$ cat src/rtl/decode_issue_ctrl.sv
// Single-slot decode/issue control for a MIPS-style pipeline: holds one instruction,
// detects load-use and HI/LO hazards, inserts bubbles and counts stall cycles.
module decode_issue_ctrl #(
  parameter int unsigned MULT_CYCLES = 4,
  parameter int unsigned DIV_CYCLES  = 16
) (
  input  logic        clk,
  input  logic        rst_n,
  input  logic        if_valid,
  input  logic [31:0] if_instr,
  output logic        if_ready,
  input  logic        ex_ready,
  input  logic        flush,
  output logic        id_valid,
  output logic [31:0] id_instr,
  output logic        id_bubble,
  output logic        mdu_busy,
  output logic [15:0] stall_cycles
);

  localparam logic [4:0] MULT_LOAD = 5'(MULT_CYCLES);
  localparam logic [4:0] DIV_LOAD  = 5'(DIV_CYCLES);

  logic        slot_valid_q, slot_valid_d;
  logic [31:0] slot_instr_q, slot_instr_d;
  logic        pend_valid_q, pend_valid_d;
  logic [4:0]  pend_reg_q, pend_reg_d;
  logic [4:0]  mdu_cnt_q, mdu_cnt_d;
  logic [15:0] stall_q, stall_d;

  logic [5:0] opcode, funct;
  logic [4:0] rs, rt;
  logic       uses_rs, uses_rt;
  logic       is_load, is_mult, is_div, hilo_user;
  logic       slot_live, load_hazard, mdu_hazard, hazard, issue, transfer;

  assign opcode = slot_instr_q[31:26];
  assign rs     = slot_instr_q[25:21];
  assign rt     = slot_instr_q[20:16];
  assign funct  = slot_instr_q[5:0];

  always_comb begin
    uses_rs = 1'b1;
    uses_rt = 1'b0;
    case (opcode)
      6'h00, 6'h04, 6'h05, 6'h2B: uses_rt = 1'b1;
      6'h02, 6'h03:               uses_rs = 1'b0;
      default:                    ;
    endcase
  end

  assign is_load   = opcode inside {6'h20, 6'h21, 6'h23, 6'h24, 6'h25};
  assign is_mult   = (opcode == 6'h00) && (funct inside {6'h18, 6'h19});
  assign is_div    = (opcode == 6'h00) && (funct inside {6'h1A, 6'h1B});
  assign hilo_user = (opcode == 6'h00) &&
                     (funct inside {6'h10, 6'h11, 6'h12, 6'h13, 6'h18, 6'h19, 6'h1A, 6'h1B});

  // Outputs are forced quiet while reset is held, before the first reset edge lands.
  assign slot_live   = slot_valid_q & rst_n;
  assign load_hazard = pend_valid_q &
                       ((uses_rs && rs != 5'd0 && rs == pend_reg_q) ||
                        (uses_rt && rt != 5'd0 && rt == pend_reg_q));
  assign mdu_hazard  = (mdu_cnt_q != 5'd0) & hilo_user;
  assign hazard      = slot_live & (load_hazard | mdu_hazard);
  assign issue       = slot_live & ~hazard & ex_ready & ~flush;

  assign if_ready     = ~flush & (~slot_live | issue);
  assign transfer     = if_valid & if_ready;
  assign id_valid     = slot_live & ~hazard & ~flush;
  assign id_bubble    = slot_live & hazard & ~flush;
  assign id_instr     = slot_instr_q;
  assign mdu_busy     = (mdu_cnt_q != 5'd0) & rst_n;
  assign stall_cycles = stall_q;

  always_comb begin
    slot_valid_d = slot_valid_q;
    slot_instr_d = slot_instr_q;
    pend_valid_d = pend_valid_q;
    pend_reg_d   = pend_reg_q;
    mdu_cnt_d    = mdu_cnt_q;
    stall_d      = stall_q;

    if (flush) begin
      slot_valid_d = 1'b0;
    end else if (transfer) begin
      slot_valid_d = 1'b1;
      slot_instr_d = if_instr;
    end else if (issue) begin
      slot_valid_d = 1'b0;
    end

    // Scoreboard lives only one cycle past the load; a flush freezes it.
    if (!flush && ex_ready) begin
      if (issue && is_load && rt != 5'd0) begin
        pend_valid_d = 1'b1;
        pend_reg_d   = rt;
      end else begin
        pend_valid_d = 1'b0;
      end
    end

    if (issue && is_mult)       mdu_cnt_d = MULT_LOAD;
    else if (issue && is_div)   mdu_cnt_d = DIV_LOAD;
    else if (mdu_cnt_q != 5'd0) mdu_cnt_d = mdu_cnt_q - 5'd1;

    if (id_bubble && ex_ready && stall_q != 16'hFFFF)
      stall_d = stall_q + 16'd1;
  end

  always_ff @(posedge clk) begin
    if (!rst_n) begin
      slot_valid_q <= 1'b0;
      slot_instr_q <= 32'd0;
      pend_valid_q <= 1'b0;
      pend_reg_q   <= 5'd0;
      mdu_cnt_q    <= 5'd0;
      stall_q      <= 16'd0;
    end else begin
      slot_valid_q <= slot_valid_d;
      slot_instr_q <= slot_instr_d;
      pend_valid_q <= pend_valid_d;
      pend_reg_q   <= pend_reg_d;
      mdu_cnt_q    <= mdu_cnt_d;
      stall_q      <= stall_d;
    end
  end

endmodule

$ cat config.mk
export PLATFORM = sky130hd
export DESIGN_NAME = decode_issue_ctrl
export DESIGN_NICKNAME = d
export VERILOG_FILES = /design/src/rtl/decode_issue_ctrl.sv
export SDC_FILE = /design/constraint.sdc
export NUM_CORES = 1
export LEC_CHECK = 0
export ABC_AREA = 1
export CORE_UTILIZATION = 46
export DETAILED_ROUTE_END_ITERATION = 6
export HOLD_SLACK_MARGIN = 0.1
export PLACE_DENSITY_LB_ADDON = 0.12
export RECOVER_POWER = 100
export SKIP_LAST_GASP = 1
export SLEW_MARGIN = 20
export SYNTH_ARGS = -nofsm -noshare
export SYNTH_HDL_FRONTEND = slang
export SYNTH_SLANG_ARGS = --single-unit
$ cat constraint.sdc
create_clock -name clk -period 2.3 [get_ports clk]
set_input_delay 0.575 -clock clk [delete_from_list [all_inputs] [get_ports clk]]
set_output_delay 0.575 -clock clk [all_outputs]
set_load 0.03 [all_outputs]
==> flow_summary.ini <==
[logic_synthesis]
syn_nets = 531
seq_area_frac_synth_pct = 34.3
synth_top_cells_by_count = 103 x nand2_1, 70 x nor2_1, 62 x inv_1, 60 x dfxtp_1, 36 x nand3_1
yosysTopAreaCell = dfxtp_1
synthFlopType = dfxtp_1
synth-edff-count = 0
syn_avg_cell_area_um2 = 7.12
syn_area_um2 = 3500
synthCells = 492
yosysWarnings = 0
yosysUniqueCellTypes = 36
yosysMostFrequentCell = nand2_1
ys_seq_elements = 60
yosys.area.top_type_share_pct = 34.3
async_flop_share_pct = 0
synthTopCellsByArea = dfxtp_1 34%, nand2_1 11%, nor2_1 7.5%

[clocking]
clk_latency_ns = 0.33
cts_buffer_depth = 2
cts_inserted_buffers = 9
cts_tree = yes
cts_root_buf = clkbuf_8
h-tree-depth = 3
clock_sinks = 60
clk_pin_slew_ns = 0.07
holdBufCountCts = 0

[placed_design]
hpwlAfterDp_mm = 6.31
port_buffers = 88
dp_slack_ns = -0.00501
gp_congestion = 0.846

[routing]
via_per_inst = 4.78
wl_mm = 8.90
drt-initial-drc-count = 161
ant_nets = 0
drc = 0
post_drt_wl_per_cell_um = 12.8
firstDrtPassIters = 4
num_vias = 3311

[timing]
fin_ws_ns = 0.0379
slew_headroom_pct = 64.1
finalSetupViolCount = 0
setup_tns_ns = 0
worst_slew_pin_slew_ns = 0.539
fmax_mhz = 442
rsz0062_at_grt = true
fin_crit_sh_pct = 98.4
finalHoldViolCount = 0
min_period_ns = 2.26
clock_skew_ns = 0.00740
drv_slew = 0

[worst_setup_path]
reg2regPathDepth = 11
timing.rr.end = stall_cycles[1]
cp.required_ns = 1.73
path_cells = nor2_4, nand2_1, nor2_2, nor2_2, nand3_2, nand2_2, nand2_4, nand4_4, nand2_4, buf_6
crit_path_end_kind = output pin
cp-start-kind = register
slowest_delay_ns = 0.36
slowest_stage = dfxtp_2
r2r_setup_slack_ns = 0.29
worstPathMaxFanout = 5
r2r_start = stall_cycles[0]
path_class = register to output pin
arrival_ns = 1.69

[global_routing]
grt_max_degree = 34
grt_pass1_vias = 2974
grt_use_total_pct = 23.0
grt_pass1_wl_mm = 13.9
antenna_found_initial = 0
grt_overflow = 0

[power_and_ir_drop]
ir_drop_mv = 0.334
p_per_area_nw_per_um2 = 596
power_mw = 2.88
p_leak_nw = 2.04

[finish]
syn_to_final_growth_pct = 37.8
layout-drive-gt1-share_pct = 23.7
antenna_cells = 0
n_fill_cell = 660
nNetsFinal = 629

[floorplan]
core_area_um2 = 7290
num_io_pins = 89
die_area_um2 = 7970
chipWidth_um = 89.3
dieHeight_um = 89.3
start_util_pct = 48.1
fp-row-count = 31

[run_status]
outcome = finished, final reports clean

[hold_path]
min_to = id_instr[13]
holdPathStages = 2
min_path_type = register to register
worstHoldStart = id_instr[13]

[run]
max_cap_violations = 0
==> kinds of logic after synthesis <==
family | Yosys count | share of synthesized area (%)
compound gates | 55 | 10.8
xor+xnor | 22 | 5.50
fa+ha+maj | 2 | 0.714
buf+inv | 91 | 12.3
flops | 60 | 34.3
simple gates | 262 | 36.5
==> cells in the final DEF (no fill, tap or decap), types with 5 or more instances in the layout <==
master,instances
a21oi_1,23
a21oi_2,26
buf_12,5
buf_4,17
clkbuf_8,11
clkdlybuf4s50_1,83
dfxtp_1,47
dfxtp_2,10
inv_1,56
inv_2,11
nand2_1,102
nand2_2,12
nand3_1,31
nand3_2,16
nor2_1,64
nor2_2,8
o21ai_0,5
xnor2_1,9
xor2_1,13
==> repair_timing <==
item	4_1_cts	5_1_grt
resized for setup	9	35
cloned	0	0
endpoints found under the setup margin	4	4
pin swaps	6	12
setup buffers	2	3
==> registers in the layout, summed over array words and instances, names as in the netlist <==
signal,flops
id_instr,32
stall_cycles,16
mdu_cnt_q,5
pend_reg_q,5
pend_valid_q,1
slot_valid_q,1
==> layer usage <==
layer,GRT usage [%],part of all wire (%),up-vias
li1,-,-,1731
met1,30.9,47,1490
met2,36.3,46,82
met3,7.11,5.5,8
met4,5.34,1.0,0
met5,0,0,-
==> how the worst max path moves through the flow <==
stage               depth (start not counted)  slack, ns  endpoint          from
finish                                     10       0.04  if_ready  id_instr[30]
global route                                8      -0.03  id_valid  mdu_cnt_q[0]
CTS                                         8     -0.009  if_ready  mdu_cnt_q[1]
detailed placement                          7     -0.005  if_ready         flush
global placement                            7       0.01  if_ready         flush
floorplan                                   9       0.18  if_ready  mdu_cnt_q[0]
==> cell type report <==
| type | instances | area, um2 | area share (%) |
|---|---|---|---|
| Sequential cell | 60 | 1220 | 25.4 |
| Timing Repair Buffer | 109 | 1100 | 22.7 |
| Multi-Input combinational cell | 341 | 1950 | 40.4 |
| Inverter | 69 | 262 | 5.42 |
| Clock buffer | 13 | 159 | 3.29 |
| Tap cell | 99 | 124 | 2.57 |
| Clock inverter | 2 | 10.0 | 0.207 |
==> where the power goes <==
part | internal [mW] | total, mW | switching [mW] | leakage, nW
logic | 0.394 | 0.839 | 0.445 | 1.45
registers | 1.12 | 1.20 | 0.0843 | 0.496
clock network | 0.441 | 0.836 | 0.395 | 0.0893
==> per-stage QoR <==
stage | area, um2 | hold slack (ns) | instances | utilization, %
floorplan | 3500 | 0.484 | 492 | -
global placement | 4510 | 0.462 | 673 | 61.8
detailed placement | 4510 | 0.471 | 673 | 61.8
CTS | 4710 | 0.496 | 690 | 64.6
global route | 4830 | 0.516 | 693 | 66.2
finish | 4830 | 0.488 | 693 | 66.2
==> critical path: cells and delay by family, from the launching register on <==
kind | cells | cell delay, ns
and+or+nand+nor | 9 | 0.87
DFF | 1 | 0.36
buffers and inverters | 1 | 0.13
(Power assumes the default switching activity.)
